===== config.mk =====
export PLATFORM = sky130hd
export DESIGN_NAME = max_pool_2x2
export DESIGN_NICKNAME = d
export VERILOG_FILES = /design/src/rtl/max_pool_2x2.sv
export SDC_FILE = /design/constraint.sdc
export NUM_CORES = 1
export LEC_CHECK = 0
export BUFFER_PORTS_ARGS = -buffer_cell sky130_fd_sc_hd__buf_2
export CAP_MARGIN = 15
export CORE_MARGIN = 2
export CORE_UTILIZATION = 67
export CTS_BUF_LIST = sky130_fd_sc_hd__clkbuf_2 sky130_fd_sc_hd__clkbuf_4 sky130_fd_sc_hd__clkbuf_8
export DETAILED_ROUTE_END_ITERATION = 8
export PLACE_DENSITY = 0.85
export SLEW_MARGIN = 20
export SYNTH_ARGS = -nofsm -noshare
export SYNTH_HDL_FRONTEND = slang
export SYNTH_SLANG_ARGS = --single-unit

===== constraint.sdc =====
create_clock -name clk -period 12.7 [get_ports clk]
set_input_delay 0.635 -clock clk [delete_from_list [all_inputs] [get_ports clk]]
set_output_delay 0.635 -clock clk [all_outputs]
set_load 0.03 [all_outputs]

===== src/rtl/max_pool_2x2.sv =====
// Streaming 2x2 / stride-2 signed max pooling over a row-major frame of IN_W x IN_H pixels.
// Horizontal pairs are reduced on the fly; even-row pair maxima wait in a half-width line buffer.
module max_pool_2x2 #(
    parameter int IN_W = 30,
    parameter int IN_H = 30
) (
    input  logic               clk,
    input  logic               rst,
    input  logic               start_signal,
    input  logic               pixel_valid,
    input  logic signed [21:0] pixel_in,
    output logic signed [21:0] result_out,
    output logic               result_valid,
    output logic               done_signal
);

    localparam int HALF = IN_W / 2;
    localparam int CW   = ($clog2(IN_W) < 2) ? 2 : $clog2(IN_W);
    localparam int RW   = ($clog2(IN_H) < 1) ? 1 : $clog2(IN_H);
    localparam int AW   = ($clog2(HALF) < 1) ? 1 : $clog2(HALF);

    localparam logic [CW-1:0] COL_LAST = CW'(IN_W - 1);
    localparam logic [RW-1:0] ROW_LAST = RW'(IN_H - 1);

    typedef enum logic [1:0] {
        IDLE,
        RUN,
        DONE
    } state_t;

    state_t state, state_next;

    logic [CW-1:0]      col;
    logic [RW-1:0]      row;
    logic signed [21:0] hreg;
    logic signed [21:0] hmax;
    logic signed [21:0] vmax;
    logic signed [21:0] lb_rd;
    logic [AW-1:0]      lb_idx;
    logic               accept;
    logic               last_pix;

    logic signed [21:0] linebuf [HALF];

    assign accept   = (state == RUN) && pixel_valid;
    assign last_pix = accept && (col == COL_LAST) && (row == ROW_LAST);
    // Only odd columns address the buffer, so col>>1 always lands below HALF.
    assign lb_idx   = col[AW:1];
    assign lb_rd    = linebuf[lb_idx];

    // NOTE: state registers use non-blocking assignments so every flop samples pre-edge values.
    always_ff @(posedge clk or negedge rst) begin
        if (!rst) begin
            state <= IDLE;
        end else begin
            state <= state_next;
        end
    end

    // NOTE: every output of a combinational block gets a default first, so no path can infer a latch.
    always_comb begin
        state_next = state;
        case (state)
            IDLE:    if (start_signal) state_next = RUN;
            RUN:     if (last_pix)     state_next = DONE;
            DONE:    state_next = IDLE;
            default: state_next = IDLE;
        endcase
    end

    always_comb begin
        hmax = (hreg > pixel_in) ? hreg : pixel_in;
        vmax = (lb_rd > hmax) ? lb_rd : hmax;
    end

    always_ff @(posedge clk or negedge rst) begin
        if (!rst) begin
            col          <= '0;
            row          <= '0;
            hreg         <= '0;
            result_out   <= '0;
            result_valid <= 1'b0;
            done_signal  <= 1'b0;
        end else begin
            result_valid <= 1'b0;
            done_signal  <= (state == DONE);
            if (state == IDLE && start_signal) begin
                col <= '0;
                row <= '0;
            end else if (accept) begin
                if (!col[0]) begin
                    hreg <= pixel_in;
                end else if (row[0]) begin
                    result_out   <= vmax;
                    result_valid <= 1'b1;
                end
                if (col == COL_LAST) begin
                    col <= '0;
                    row <= (row == ROW_LAST) ? '0 : row + 1'b1;
                end else begin
                    col <= col + 1'b1;
                end
            end
        end
    end

    // NOTE: the line buffer has no reset; each entry is written on an even row before the odd row reads it.
    always_ff @(posedge clk) begin
        if (accept && col[0] && !row[0]) begin
            linebuf[lb_idx] <= hmax;
        end
    end

endmodule


# ---- Word-level counts from Yosys, hierarchy flattened
# Memory sizes are Yosys's and may differ from the RTL's.
# Index checks and enable logic that the tools add are counted.
dict set report classes {
  n_mul 0
  shifts 0
  n_bitwise 2
  addsub 2
  n_eq_ne 6
  n_mux 18
  reduce_logical 14
  order_cmp 2
  n_div 0
}
# operator n
set op_table {}
lappend op_table {{$gt 22x22->1} 2}
lappend op_table {{$mux 22} 2}
lappend op_table {{$mux 5} 7}
lappend op_table {{$add 5x1->5 const B} 2}
lappend op_table {{$eq 5x5->1 const B} 2}
lappend op_table {{$logic_and 1x1->1} 6}
lappend op_table {{$mux 1} 6}
lappend op_table {{$mux 2} 2}
lappend op_table {{$ne 2x2->1 const B} 2}
lappend op_table {{$pmux 2 s2} 1}
lappend op_table {{$reduce_and 2->1} 2}
lappend op_table {{$reduce_and 4->1} 1}
lappend op_table {{$reduce_bool 2->1} 2}
lappend op_table {{$reduce_and 3->1} 1}
lappend op_table {{$eq 2x1->1 const B} 1}
lappend op_table {{$eq 2x2->1 const B} 1}
lappend op_table {{$logic_not 2->1} 1}
lappend op_table {{$not 1->1} 2}
lappend op_table {{$logic_not 1->1} 1}
dict set report word_totals {
  n_memories 1
  input_bits 26
  latchBits 0
  regBits 58
  ram_bits 330
  mem_bits_ro 0
}
# memory words width read_ports rd_ports_with_merged_regs write_ports line_no
set mem_list {}
lappend mem_list {linebuf 15 22 1 0 1 43} ;# logic signed [21:0] linebuf [HALF];

# ---- Longest topological paths before layout
dict set report depth {
  ltp_word 6
  ltp_mapped 19
}

# ---- Worst setup path after synthesis
# Ideal clock, no wire load.
dict set report synth_timing {
  path_type {input to register}
  from {input pixel_in[17]}
  to {register result_out[0]}
  n_path_buf 2
  setup_ns 0.066
  setup_slack_ns 8.256
  arrival_ns 4.378
  cell_stages 19
  path_cell_list {inv_1 -> ha_1 -> a21oi_1 -> o21bai_1 -> a2111oi_1 -> a31oi_1 -> o21ai_2 -> buf_6 -> mux2_4 -> inv_1 -> ha_1 -> a21oi_1 -> o21ai_0 -> a221oi_1 -> o211ai_1 -> mux2_2 -> nor2_1 -> clkbuf_1 -> a221o_1}
}
dict set report synth_between {
  elab_chain_len 4
}
# element line_no
set synth_rtl {}
lappend synth_rtl {{from (decl)} 11} ;# input logic signed [21:0] pixel_in,
lappend synth_rtl {{$gt 22x22->1} 72} ;# hmax = (hreg > pixel_in) ? hreg : pixel_in;
lappend synth_rtl {{$mux 22} 72}
lappend synth_rtl {{via hmax[9]} 36} ;# logic signed [21:0] hmax;
lappend synth_rtl {{$gt 22x22->1} 73} ;# vmax = (lb_rd > hmax) ? lb_rd : hmax;
lappend synth_rtl {{$mux 22} 73}
lappend synth_rtl {{to (signal assigned)} 94} ;# result_out <= vmax;
lappend synth_rtl {{to (decl)} 12} ;# output logic signed [21:0] result_out,
# The timed path passes the listed nets, and every way through them passes these cells.
# A chain may end at the register's enable or synchronous reset.

# ---- Worst setup path after layout
dict set report layout_timing {
  from {register col[1]}
  to {register result_out[12]}
}
dict set report layout_between {
  elab_chain_len 3
}
# element line_no
set layout_rtl {}
lappend layout_rtl {{from (decl)} 33} ;# logic [CW-1:0] col;
lappend layout_rtl {{from (signal assigned)} 101} ;# col <= col + 1'b1;
lappend layout_rtl {{$mem_v2 15x22 *} -}
lappend layout_rtl {{$gt 22x22->1} 73}
lappend layout_rtl {{$mux 22 *} 73}
# Mark *: on every way between the ends. The rest lies on a longest branch, timed or not.

==> metrics.txt <==
quantity of I/O buffers inserted on ports=49; DR iter-0 viols=around 1100; Initial DRT Pass Iterations=6; share of flip-flops with an asynchronous set or reset=14.9%; number of antenna violations at the first check in global routing=0; final antenna diode count=0; post-route cell area=18500 sq um; detailed-route wire length=35.9 mm; transition at the pin with the smallest max-transition slack=approximately 1000 ps; Worst Setup Start Kind=flop; setup repair after global routing missed its margin=false; area of the die=25900 sq um; maximum clock path buffer count=3; residual overflow from global routing=0; final RePlAce weighted congestion=0.863; maximum frequency from static timing analysis=~170 MHz; register clock-pin slew on the reported worst setup and hold paths=approximately 70 ps; crit path DAT=6330 ps; number of flip-flops and latches in the synthesized netlist=388; global-route wire length before repair=54.8 mm; cell types with the largest area share after synthesis=sky130_fd_sc_hd__edfxtp_1 60%, sky130_fd_sc_hd__mux4_2 12%, sky130_fd_sc_hd__dfrtp_1 8.8%, sky130_fd_sc_hd__ha_1 3.6%, sky130_fd_sc_hd__mux2_4 1.8%; Critical path destination=result_out[12]; top_reg_cell synth=sky130_fd_sc_hd__edfxtp_1; vias in the first global route=9469; post-layout power=about 0.0045 W; via total after detailed routing=9080; setup repair bufs after CTS=0; die boundary width=161 microns; Post-Synthesis Net Count=996; R2R Path Start=col[1]; DR DRC count=0; endpoints failing hold=0; Worst VDD drop=174 uV; Total GRT Usage=28.9%; most common cell in the synthesized netlist=sky130_fd_sc_hd__edfxtp_1; leakage dissipation=6.77 nW; Die Y-Extent=161 microns; relative max-transition margin=30.1%; Avg Cell Area, Syn=between 15 and 20 sq um; TritonCTS clock tree=yes; number of instances in the synthesized netlist=922; Worst EP required=13220 ps; via density per instance=6.56; top-area cell type share of the netlist area=60.1%; count of flip-flops with a built-in enable after synthesis=330; share of final-layout standard cells stronger than drive strength 1=30.9%; Tmin final=between 5000 and 6000 ps; launch point of the worst path=col[1]; # resized after CTS=0; detailed-placement wirelength estimate=21.8 mm; number of max-cap violations=0; Clock Skew=19.8 ps; Post-Place Cell Area=17200 sq um; CTS Buf Count=58; number of hold buffers added after cts=0; CP max FO=48; Syn Std Cell Area=16500 sq um; count of fill cells added during filler insertion=1311; area of the core=24200 sq um; I/O pin count=50; CTS root buffer=sky130_fd_sc_hd__clkbuf_8; Synth top cells by count=330 x sky130_fd_sc_hd__edfxtp_1, 88 x sky130_fd_sc_hd__mux4_2, 58 x sky130_fd_sc_hd__dfrtp_1, 52 x sky130_fd_sc_hd__inv_1, 48 x sky130_fd_sc_hd__ha_1; Final setup violation count=0; setup tns final=0 ps; pin count of the biggest net entering global routing=62; number of routed nets with antenna violations=0; starting utilization of the core area=68.0%; RR Endpoint=result_out[12]; leading area contributor after synthesis=sky130_fd_sc_hd__edfxtp_1; element type at the critical path end=flop; library cells used by synthesis=44; number of cells on the worst reg-to-reg path=11; Reg2Reg Setup Slack=6890 ps; clock insertion delay at the later pin of the skew report=roughly 590 ps; total power density per cell area=around 240 nW/um^2; Sink Count=~390; max-slew violation total from the final report=0; Yosys warning count=0; per-cell routed wire length=25.9 microns; signed area change from the synthesized netlist to the final layout=12.3%; startpoint-to-endpoint class of the critical path=reg -> reg; Final Cycle Share=45.7%; sequential area share after synthesis=68.9%; H-tree depth reported by CTS=2; std cell rows=57; class of the tightest hold or removal check=in -> async; outcome=completed; final layout net count=1085
[layer usage]
metal  GRT usage [%]  vias up  routed length (microns)
li1                -     3863                        -
met1            37.7     4607                    13200
met2            47.9      500                    17800
met3            5.97      110                     3410
met4            12.9        0                     1460
met5               0        -                        0
[worst min-delay path by stage]
| stage | startpoint | to |
|---|---|---|
| floorplan | rst | col[0] |
| global placement | state[0] | done_signal |
| detailed placement | state[0] | done_signal |
| CTS | rst | row[3] |
| global route | rst | done_signal |
| finish | rst | row[3] |
[through the flow]
| step | hold WS [ps] | std cells | util (%) | worst slack, ps |
|---|---|---|---|---|
| finish | 212 | 1384 | 76.3 | 6890 |
| global route | 260 | 1384 | 76.3 | 6530 |
| CTS | 215 | 1384 | 76.3 | 6870 |
| detailed placement | 452 | 1275 | 70.9 | 6740 |
| global placement | 439 | 1275 | 70.9 | 6950 |
| floorplan | 339 | 922 | - | 8260 |
[cells in the final DEF, fill, tap and decap left out, drive strengths merged, types with 2 or more instances in the layout]
master	instances
a21oi	24
buf	73
nand4	11
and4	7
nand2b	5
nand2	43
o31ai	2
nor3	13
bufinv	7
mux2	44
mux2i	23
nand3	7
a21boi	2
a221o	22
mux4	88
and3	22
dfrtp	58
nor2	27
clkinvlp	3
edfxtp	330
clkinv	22
inv	52
xor2	3
clkbuf	77
o21ai	31
ha	48
[flip-flops by register name, summed over array words and instances, names as in the netlist]
signal        count
linebuf         330
hreg             22
result_out       22
col               5
row               5
state             2
done_signal       1
result_valid      1
[where the power goes]
group	leakage, nW	switching, W	internal [W]
Clock	0.685	0.000469	0.000650
Sequential	3.69	0.000148	0.00169
Combinational	2.40	0.000898	0.000637
Total	6.77	0.00152	0.00298
[logic make-up (layout without fill, tap and decap cells)]
logic type / count (synthesis) / count (layout) / synth area share (%)
compound gates: 92 / 92 / 3.75
xor+xnor: 3 / 3 / 0.159
fa+ha+maj: 48 / 48 / 3.64
buf+inv: 96 / 234 / 2.36
flops: 388 / 388 / 68.9
mux: 155 / 155 / 16.9
simple gates: 140 / 140 / 4.28
[critical path, stage by stage, from the launching register on]
cell and delay [ps]:
sky130_fd_sc_hd__dfrtp_4 990, sky130_fd_sc_hd__buf_4 840, sky130_fd_sc_hd__mux4_2 610, sky130_fd_sc_hd__mux4_2 560, sky130_fd_sc_hd__ha_1 340, sky130_fd_sc_hd__and4_1 200, sky130_fd_sc_hd__and4_1 230, sky130_fd_sc_hd__o31ai_1 90
sky130_fd_sc_hd__o211ai_1 120, sky130_fd_sc_hd__mux2_2 540, sky130_fd_sc_hd__nor2_2 850, sky130_fd_sc_hd__a221o_1 310
[area by class of cell]
type,count,area [sq um],area share [%]
flip-flops and latches,388,11400,61.4
multi-input cells,438,4800,25.9
clock buffers,77,985,5.32
repair buffers,73,425,2.30
well taps,324,405,2.19
clock inverters,32,330,1.78
inverters,52,195,1.05
Note: power is estimated with default switching activity, not from simulation.
